<file path="src/rtl/weighted_rr_arbiter.sv">
// rtl/weighted_rr_arbiter.sv - N-way weighted round-robin arbiter with registered one-hot grant
module weighted_rr_arbiter #(
  parameter int N  = 4,
  parameter int CW = 4
) (
  input  logic                 clk,
  input  logic                 rst,
  input  logic [N-1:0]         req_inputs,
  input  logic [N*CW-1:0]      weights,
  output logic [N-1:0]         grant_outputs,
  output logic                 grant_valid,
  output logic [$clog2(N)-1:0] grant_idx
);

  localparam int IW = $clog2(N);

  // Arbitration state: current/last holder, burst progress and latched limit.
  logic [IW-1:0] r_h;
  logic [IW-1:0] r_idx;
  logic [CW-1:0] r_cnt;
  logic [CW-1:0] r_lim;
  logic [N-1:0]  r_grant;
  logic          r_valid;

  logic          w_hold;
  logic          w_found;
  logic [IW-1:0] w_win;
  logic [IW-1:0] w_j;
  logic [CW-1:0] w_wt;
  logic [CW-1:0] w_new_lim;

  // Cyclic search starting just after the last holder; the holder itself is checked last.
  // Walking k downward lets the nearest set bit overwrite any farther one.
  always_comb begin
    w_found = 1'b0;
    w_win   = '0;
    w_j     = '0;
    for (int k = N; k >= 1; k--) begin
      w_j = IW'((int'(r_h) + k) % N);
      if (req_inputs[w_j]) begin
        w_found = 1'b1;
        w_win   = w_j;
      end
    end
  end

  // Burst limit for the winner (zero weight means one cycle) and the keep-the-grant condition.
  always_comb begin
    w_wt      = weights[int'(w_win)*CW +: CW];
    w_new_lim = (w_wt == '0) ? CW'(1) : w_wt;
    w_hold    = r_valid && req_inputs[r_h] && (r_cnt < r_lim);
  end

  // Grant register: hold the burst, hand over to the next requester, or go idle keeping the last holder.
  always_ff @(posedge clk) begin
    if (!rst) begin
      r_grant <= '0;
      r_valid <= 1'b0;
      r_idx   <= '0;
      r_h     <= IW'(N - 1);
      r_cnt   <= '0;
      r_lim   <= CW'(1);
    end else if (w_hold) begin
      r_cnt <= r_cnt + CW'(1);
    end else if (w_found) begin
      r_grant        <= '0;
      r_grant[w_win] <= 1'b1;
      r_valid        <= 1'b1;
      r_h            <= w_win;
      r_idx          <= w_win;
      r_cnt          <= CW'(1);
      r_lim          <= w_new_lim;
    end else begin
      r_grant <= '0;
      r_valid <= 1'b0;
    end
  end

  assign grant_outputs = r_grant;
  assign grant_valid   = r_valid;
  assign grant_idx     = r_idx;

endmodule

</file>
<file path="config.mk">
export PLATFORM = sky130hd
export DESIGN_NAME = weighted_rr_arbiter
export DESIGN_NICKNAME = d
export VERILOG_FILES = /design/src/rtl/weighted_rr_arbiter.sv
export SDC_FILE = /design/constraint.sdc
export NUM_CORES = 1
export LEC_CHECK = 0
export ABC_CLOCK_PERIOD_IN_PS = 5100
export CORE_MARGIN = 10
export CORE_UTILIZATION = 50
export DETAILED_ROUTE_END_ITERATION = 12
export GPL_TIMING_DRIVEN = 0
export PLACE_DENSITY = 0.94
export SYNTH_ARGS = -nofsm -noshare
export SYNTH_HDL_FRONTEND = slang
export SYNTH_SLANG_ARGS = --single-unit
</file>
<file path="constraint.sdc">
create_clock -name clk -period 5.1 [get_ports clk]
set_input_delay 1.02 -clock clk [delete_from_list [all_inputs] [get_ports clk]]
set_output_delay 1.02 -clock clk [all_outputs]
set_load 0.1 [all_outputs]
</file>
; Word-level counts from Yosys, hierarchy flattened
; Cells that the tools add are included.
[totals]
romBits = 0
out_inout_bits = 7
latchBits = 0
register_bits = 17
mem_bits_rw = 0
memories = 0
[classes]
bitwise = 1
mux = 25
add_sub_neg = 5
reduce_logical = 6
n_eq_ne = 0
div = 0
n_shift = 1
order_cmp = 8
mul = 0
[op_table]
columns = op, n
row1 = $lt A2 B3 Y1 const B, 6
row2 = $mux W4, 4
row3 = $shiftx A16 B5 Y4, 1
row4 = $mux W1, 11
row5 = $bmux W1 S2, 5
row6 = $mux W2, 4
row7 = $add A2 B1 Y2 const B, 2
row8 = $add A2 B2 Y2 const B, 2
row9 = $add A4 B1 Y4 const B, 1
row10 = $logic_not A4 Y1, 1
row11 = $lt A4 B4 Y1, 1
row12 = $logic_and A1 B1 Y1, 3
row13 = $demux W1 S2, 1
row14 = $ge A2 B1 Y1 const B, 1
row15 = $reduce_and A2 Y1, 1
row16 = $reduce_bool A2 Y1, 1
row17 = $not A1 Y1, 1

; Depth between registers and ports, before layout
; Gate-level depths: netlist of run 1.
[logic_depth]
ltp_word = 12
mapped_depth = 9

; Worst setup path before layout of run 1
; No wires, ideal clock.
[synth_path]
path_kind = input -> register
start = input req_inputs[3]
end = register r_lim[0]
path_buffers = 1
slack_ps = 2589
path_stages = 7
arrival_time_ps = 2449
cell_sequence = mux4_2 nand3b_1 a21oi_2 or2_0 buf_2 or4_1 nand3_1
[synth_via]
elab_chain_len = 9
elab_cells_between_ends = 25
classes_between = 1 x shift / 19 x mux / 1 x bitwise / 4 x reduce/logical
[synth_rtl]
columns = element, line
row1 = start: declaration, 8  ; input logic [N-1:0] req_inputs,
row2 = $bmux W1 S2, 40  ; if (req_inputs[w_j]) begin
row3 = $mux W1 (implied by the code), 40
row4 = $mux W2 (4 in series), 40
row5 = $shiftx A16 B5 Y4, 49  ; w_wt = weights[int'(w_win)*CW +: CW];
row6 = $logic_not A4 Y1, 50  ; w_new_lim = (w_wt == '0) ? CW'(1) : w_wt;
row7 = $mux W4, 50
row8 = end signal: assignment, 72  ; r_lim <= w_new_lim;
row9 = end: declaration, 21  ; logic [CW-1:0] r_lim;
; Parallel ways exist; a longest one is shown, timed or not. The select of a mux whose other input is x is not followed.
; A chain may end at the register's enable or synchronous reset.

; Final worst setup path of run 1
; Same ends and word-level chain as after synthesis.

==> results of run 1 <==
Yosys cell counts, types with 2 or more instances:
cell type | number | area share [%]
a21boi_0 | 4 | 3.0
a21boi_1 | 2 | 1.5
a21o_1 | 5 | 3.8
a21oi_1 | 8 | 4.0
a21oi_2 | 2 | 1.8
a22oi_1 | 4 | 3.0
buf_2 | 2 | 1.0
clkbuf_1 | 2 | 0.75
dfxtp_1 | 17 | 34
ha_1 | 4 | 5.0
inv_1 | 3 | 1.1
mux2i_1 | 8 | 8.1
nand2_1 | 14 | 5.3
nand2b_1 | 3 | 1.9
nand3_1 | 4 | 2.0
nand3b_1 | 2 | 1.5
nor2_1 | 6 | 2.3
nor2b_1 | 8 | 5.0
nor3_1 | 2 | 1.0
o21ai_0 | 4 | 2.0
or4_1 | 2 | 1.5
layout by cell type, fill, tap and decap left out, drive strengths merged, types with 4 or more instances in the layout:
cell,netlist,routed
a21boi,6,6
a21o,5,5
a21oi,10,10
a22oi,4,4
clkbuf,2,6
clkdlybuf4s50,0,28
dfxtp,17,17
ha,4,4
mux2i,8,8
nand2,14,14
nand3,4,4
nor2,7,7
nor2b,8,8
o21ai,5,5
kinds of logic (layout without fill, tap and decap cells):
family | Yosys count | in the layout
simple gates | 48 | 48
compound gates | 31 | 31
flops | 17 | 17
mux | 9 | 9
buf+inv | 8 | 40
fa+ha+maj | 4 | 4
worst max-delay path: cells and delay by family:
kind / cells / cell delay [ns]
AOI/OAI and AO/OA: 1 / 0.20
buffers and inverters: 2 / 0.64
and+or+nand+nor: 4 / 1.02
muxes: 2 / 0.30
per-stage QoR:
stage | util (%) | instances | area [um^2] | power (uW) | worst slack, ns
detailed placement | 68.1 | 172 | 1310 | 372 | 1.88
floorplan | - | 117 | 995 | 316 | 2.59
CTS | 69.5 | 176 | 1340 | 446 | 2.19
finish | 69.5 | 176 | 1340 | 445 | 2.17
global placement | 68.1 | 172 | 1310 | 365 | 1.96
global route | 69.5 | 176 | 1340 | 467 | 2.11
area by class of cell:
type                       count  share of cell area, %
multi-input combinational     92                   46.0
inverter                       3                  0.843
clock buffer                   4                   1.97
buffer                         5                   2.16
tap                           27                   2.53
timing repair buffer          28                   21.0
sequential                    17                   25.5
state kept, by name, summed over array words and instances (netlist names):
signal and count:
r_lim 4, grant_idx 2, r_cnt 4, r_h 2, grant_valid 1, grant_outputs 4
power breakdown:
group	internal (uW)	switching [uW]
Sequential	151	10.6
Clock	30.6	45.6
Combinational	80.2	127
final timing paths:
path / startpoint / to / slack, ns / cells after the start
worst max-delay path: req_inputs[3] / r_lim[0]$_SDFFE_PN1P_ / 2.17 / 9
worst min-delay path: grant_outputs[1]$_SDFFE_PN0N_ / grant_outputs[1]$_SDFFE_PN0N_ / 0.46 / 2
worst max register to register: r_h[0]$_SDFFE_PN1P_ / r_lim[0]$_SDFFE_PN1P_ / 2.99 / 8
worst min register to register: grant_outputs[1]$_SDFFE_PN0N_ / grant_outputs[1]$_SDFFE_PN0N_ / 0.46 / 2
metal layers:
metal,vias up,global-route usage (%),part of all wire [%]
li1,481,-,-
met1,438,12.9,42
met2,34,19.6,48
met3,5,5.15,8.1
met4,0,5.61,1.4
met5,-,0,0
==> flow_summary.toml, run 1 <==
[logic_synthesis]
synth-xor-area-share_pct = 0
avgSynthCellArea_um2 = 8.50
syn_inst = 117
syn_area_um2 = 995
async_reset_ff_share_pct = 0
synthMuxAreaShare_pct = 10.3
syn-num-nets = 143
ys_seq_elements = 17
synthSimpleGateAreaFrac_pct = 26.2
synth_compound_area_share_pct = 20.3
ys_warn_count = 0
seq_area_frac_synth_pct = 34.2
synth_cell_type_count = 32
synthFlopType = "dfxtp_1"
synth_top_family_by_area = "simple AND/OR/NAND/NOR gates"
synth-edff-count = 0
synth_adder_area_share_pct = 5.03

[worst_setup_path]
cpMostUsedCell = "mux2i_1"
crit_chain = "clkdlybuf4s50_1, and2b_1, o21ai_1, and3_4, buf_6, mux2i_1, mux2i_1, or4_1, nand3_1"
end_kind = "flip-flop"
path_max_fanout = 10
crit_required_ns = 5.35
crit_path_max_incr_delay_ns = 0.50
crit_path_top_delay_cell = "clkdlybuf4s50_1"
arrival_ns = 3.19
cp-start-kind = "input port"
path_class = "input port to flip-flop"

[die]
die_h_um = 64.6
io_pins = 29
initial_core_util_pct = 51.8
rows = 16
placeableCoreArea_um2 = 1920
die_area_um2 = 4170
die_w_um = 64.6

[grt]
track_usage_pct = 11.9
grt_pass1_wl_mm = 4.08
grt_overflow_total = 0
grt_pass1_vias = 941
antenna_found_initial = 0
grt_max_degree = 11

[min_path]
hold_class = "flip-flop to flip-flop"

[cts]
clk_pin_slew_worst_paths_ns = 0.10
clock_sinks = 17
cts_resized = 0
clock-root-buffer = "clkbuf_4"
clockBufferDepth = 2
hold_buffers = 0
cts_buffers = 3
cts_setup_buffers = 0
htreeDepth = 1
clock_latency_ns = 0.31
cts_tree = "done"

[finish]
nNetsFinal = 176
diodes = 0
layout-drive-gt1-share_pct = 8.05
area_growth_pct = 34.2
fill_cells = 149
multi_input_area_um2 = 614
seq_area_um2 = 340

[sta]
period_share_pct = 57.5
timing.hold.ws_ns = 0.459
post-route-min-period_ns = 2.93
finalSetupTns_ns = 0
setup_viol = 0
tightest_slew_ns = 0.976
finClkSkew_ns = 0.00141
slew_headroom_pct = 34.7
fmax_mhz = 341
rsz0062_at_grt = "no"
finalMaxSlewViolations = 0
hold_violations = 0

[run_status]
status = "finished, final reports clean"

[placement]
hpwl_mm = 1.97
globalplace.congestion = 0.823
portBuffers = 28

[detailed_routing]
postRouteAntennaNets = 0
drt_pass1_iterations = 4
wl_mm = 2.46
vias = 958
viasPerCell = 5.44
drc = 0
drtIter0Drc = 21
avgRoutedWirePerCell_um = 13.9

[pwr]
power_density_nw_per_um2 = 333
vdd_drop_max_mv = 0.250
power_leakage_uw = 0.000546

[job]
maxCapViolCount = 0
No activity file was read; power rests on OpenSTA's default activity.
==> inputs of run 2 (changes only) <==
ABC_CLOCK_PERIOD_IN_PS = 2800   (was 5100)
CORE_UTILIZATION = 46   (was 50)
PLACE_DENSITY = 0.88   (was 0.94)
clock period = 2.8 ns   (was 5.1 ns; I/O delays follow)
==> run 2 against run 1 <==
  * Register-to-register slack worse by 2.3 ns
  * Count of clock-buffer cells in the layout did not move
  * Die area up 6.0%
  * Wire length up 3.3%
  * Sequential share of layout area did not move
  * Cell count is the same
  * Via count shrank 1.7%
  * Sequential power up 82%
  * Utilization down 2.8 points
  * Worst hold slack gained 0.0096 ns
  * Power rose by 82%
  * Clock skew about the same
  * Critical path type unchanged
  * Largest power group unchanged
==> flow_summary.toml, run 2 (synthesis results as in run 1) <==
[pwr]
vdd_drop_max_mv = 0.487
power_density_nw_per_um2 = 606
power_leakage_uw = 0.000546
p_total_uw = 809

[cts]
cts_setup_buffers = 0
hold_buffers = 0
clk_pin_slew_worst_paths_ns = 0.10
htreeDepth = 1
clock_sinks = 17
clock_latency_ns = 0.29
cts_buffers = 3
cts_resized = 0
cts_tree = "done"
clockBufferDepth = 2
clock-root-buffer = "clkbuf_4"

[worst_setup_path]
arrival_ns = 2.67
cpMostUsedCell = "mux2i_1"
cp_top_family = "simple AND/OR/NAND/NOR gates"
path_class = "input port to flip-flop"
crit_required_ns = 3.04
path_max_fanout = 10
crit_path_top_delay_cell = "clkdlybuf4s50_1"
crit_path_max_incr_delay_ns = 0.49
r2r_start = "r_cnt[1]$_SDFFE_PN0P_"
startpoint = "req_inputs[3]"
path_buf_inv = 2
end_kind = "flip-flop"
crit_chain = "clkdlybuf4s50_1, and2b_1, o21ai_1, and3_4, buf_6, mux2i_1, mux2i_1, or4_1, nand3_1"
cp-start-kind = "input port"

[placement]
globalplace.congestion = 0.790
hpwl_mm = 2.00
placed_cells = 172
dp_slack_ns = 0.0733
portBuffers = 28

[sta]
fmax_mhz = 412
tightest_slew_ns = 0.974
slew_headroom_pct = 34.8
hold_violations = 0
setup_viol = 0
rsz0062_at_grt = "no"
setup_slack_ns = 0.373
post-route-min-period_ns = 2.43
finClkSkew_ns = 0.00147
finalMaxSlewViolations = 0
period_share_pct = 86.7
finalSetupTns_ns = 0
timing.hold.ws_ns = 0.468

[grt]
antenna_found_initial = 0
grt_pass1_wl_mm = 4.15
grt_pass1_vias = 955
track_usage_pct = 11.7
grt_overflow_total = 0
grt_max_degree = 11

[die]
die_h_um = 66.5
rows = 16
initial_core_util_pct = 49.7
die_area_um2 = 4420
die_w_um = 66.5
placeableCoreArea_um2 = 2000
io_pins = 29

[detailed_routing]
drt_pass1_iterations = 4
avgRoutedWirePerCell_um = 14.4
viasPerCell = 5.35
wl_mm = 2.54
drtIter0Drc = 41
postRouteAntennaNets = 0
vias = 942
drc = 0

[finish]
diodes = 0
nNetsFinal = 176
final_cells = 176
most-common-layout-cells = "clkdlybuf4s50_1, dfxtp_1, nand2_1"
final_common_cell = "clkdlybuf4s50_1"
layout-drive-gt1-share_pct = 8.05
area_growth_pct = 34.2

[run_status]
status = "finished, final reports clean"

[min_path]
hold_start = "grant_outputs[1]$_SDFFE_PN0N_"
hold_class = "flip-flop to flip-flop"

[job]
maxCapViolCount = 0
[run 2: cell counts in the layout (fill, tap and decap cells not counted)]
Identical to the previous run, type by type.
[run 2: area by class of cell]
| class | instances | area (um^2) |
|---|---|---|
| sequential | 17 | 340 |
| fill | 177 | 667 |
| multi-input combinational | 92 | 614 |
| clock buffer | 4 | 26.3 |
| tap | 27 | 33.8 |
| inverter | 3 | 11.3 |
| timing repair buffer | 28 | 280 |
| buffer | 5 | 28.8 |
[run 2: worst register-to-register path, cell delays in order, from the launching register on]
cell and delay [ns]:
dfxtp_1 0.41, ha_1 0.26, a21o_1 0.16, a21o_1 0.18, a21oi_2 0.29, buf_2 0.30
nor2_2 0.13, mux2i_1 0.20, nand3_1 0.08
[run 2: power breakdown]
group	switching, uW	internal [uW]	total (uW)
sequential	19.7	275	295
clock	80.8	55.5	136
combinational	232	146	378
total	332	477	809
[run 2: worst paths after layout]
path / end / slack, ns / cells after the start
setup / recovery: r_lim[0]$_SDFFE_PN1P_ / 0.37 / 9
hold / removal: grant_outputs[1]$_SDFFE_PN0N_ / 0.47 / 2
setup reg to reg: r_lim[0]$_SDFFE_PN1P_ / 0.68 / 8
hold reg to reg: grant_outputs[1]$_SDFFE_PN0N_ / 0.47 / 2
[run 2: stage by stage]
step / utilization, % / area (um^2)
3_5_place_dp: 65.4 / 1310
5_1_grt: 66.7 / 1340
3_3_place_gp: 65.4 / 1310
6_report: 66.7 / 1340
2_1_floorplan: - / 995
4_1_cts: 66.7 / 1340
[run 2: layer usage]
layer	part of all wire (%)	vias to the layer above	track usage [%]
li1	-	484	-
met1	47	427	13.7
met2	47	27	19.4
met3	5.4	4	3.51
met4	1.0	0	4.45
met5	0	-	0
==> inputs of run 3 (changes only) <==
GPL_ROUTABILITY_DRIVEN = 0   (was default)
==> results of run 3 <==
The final DEF is identical to that of run 2; final timing and power are the same.
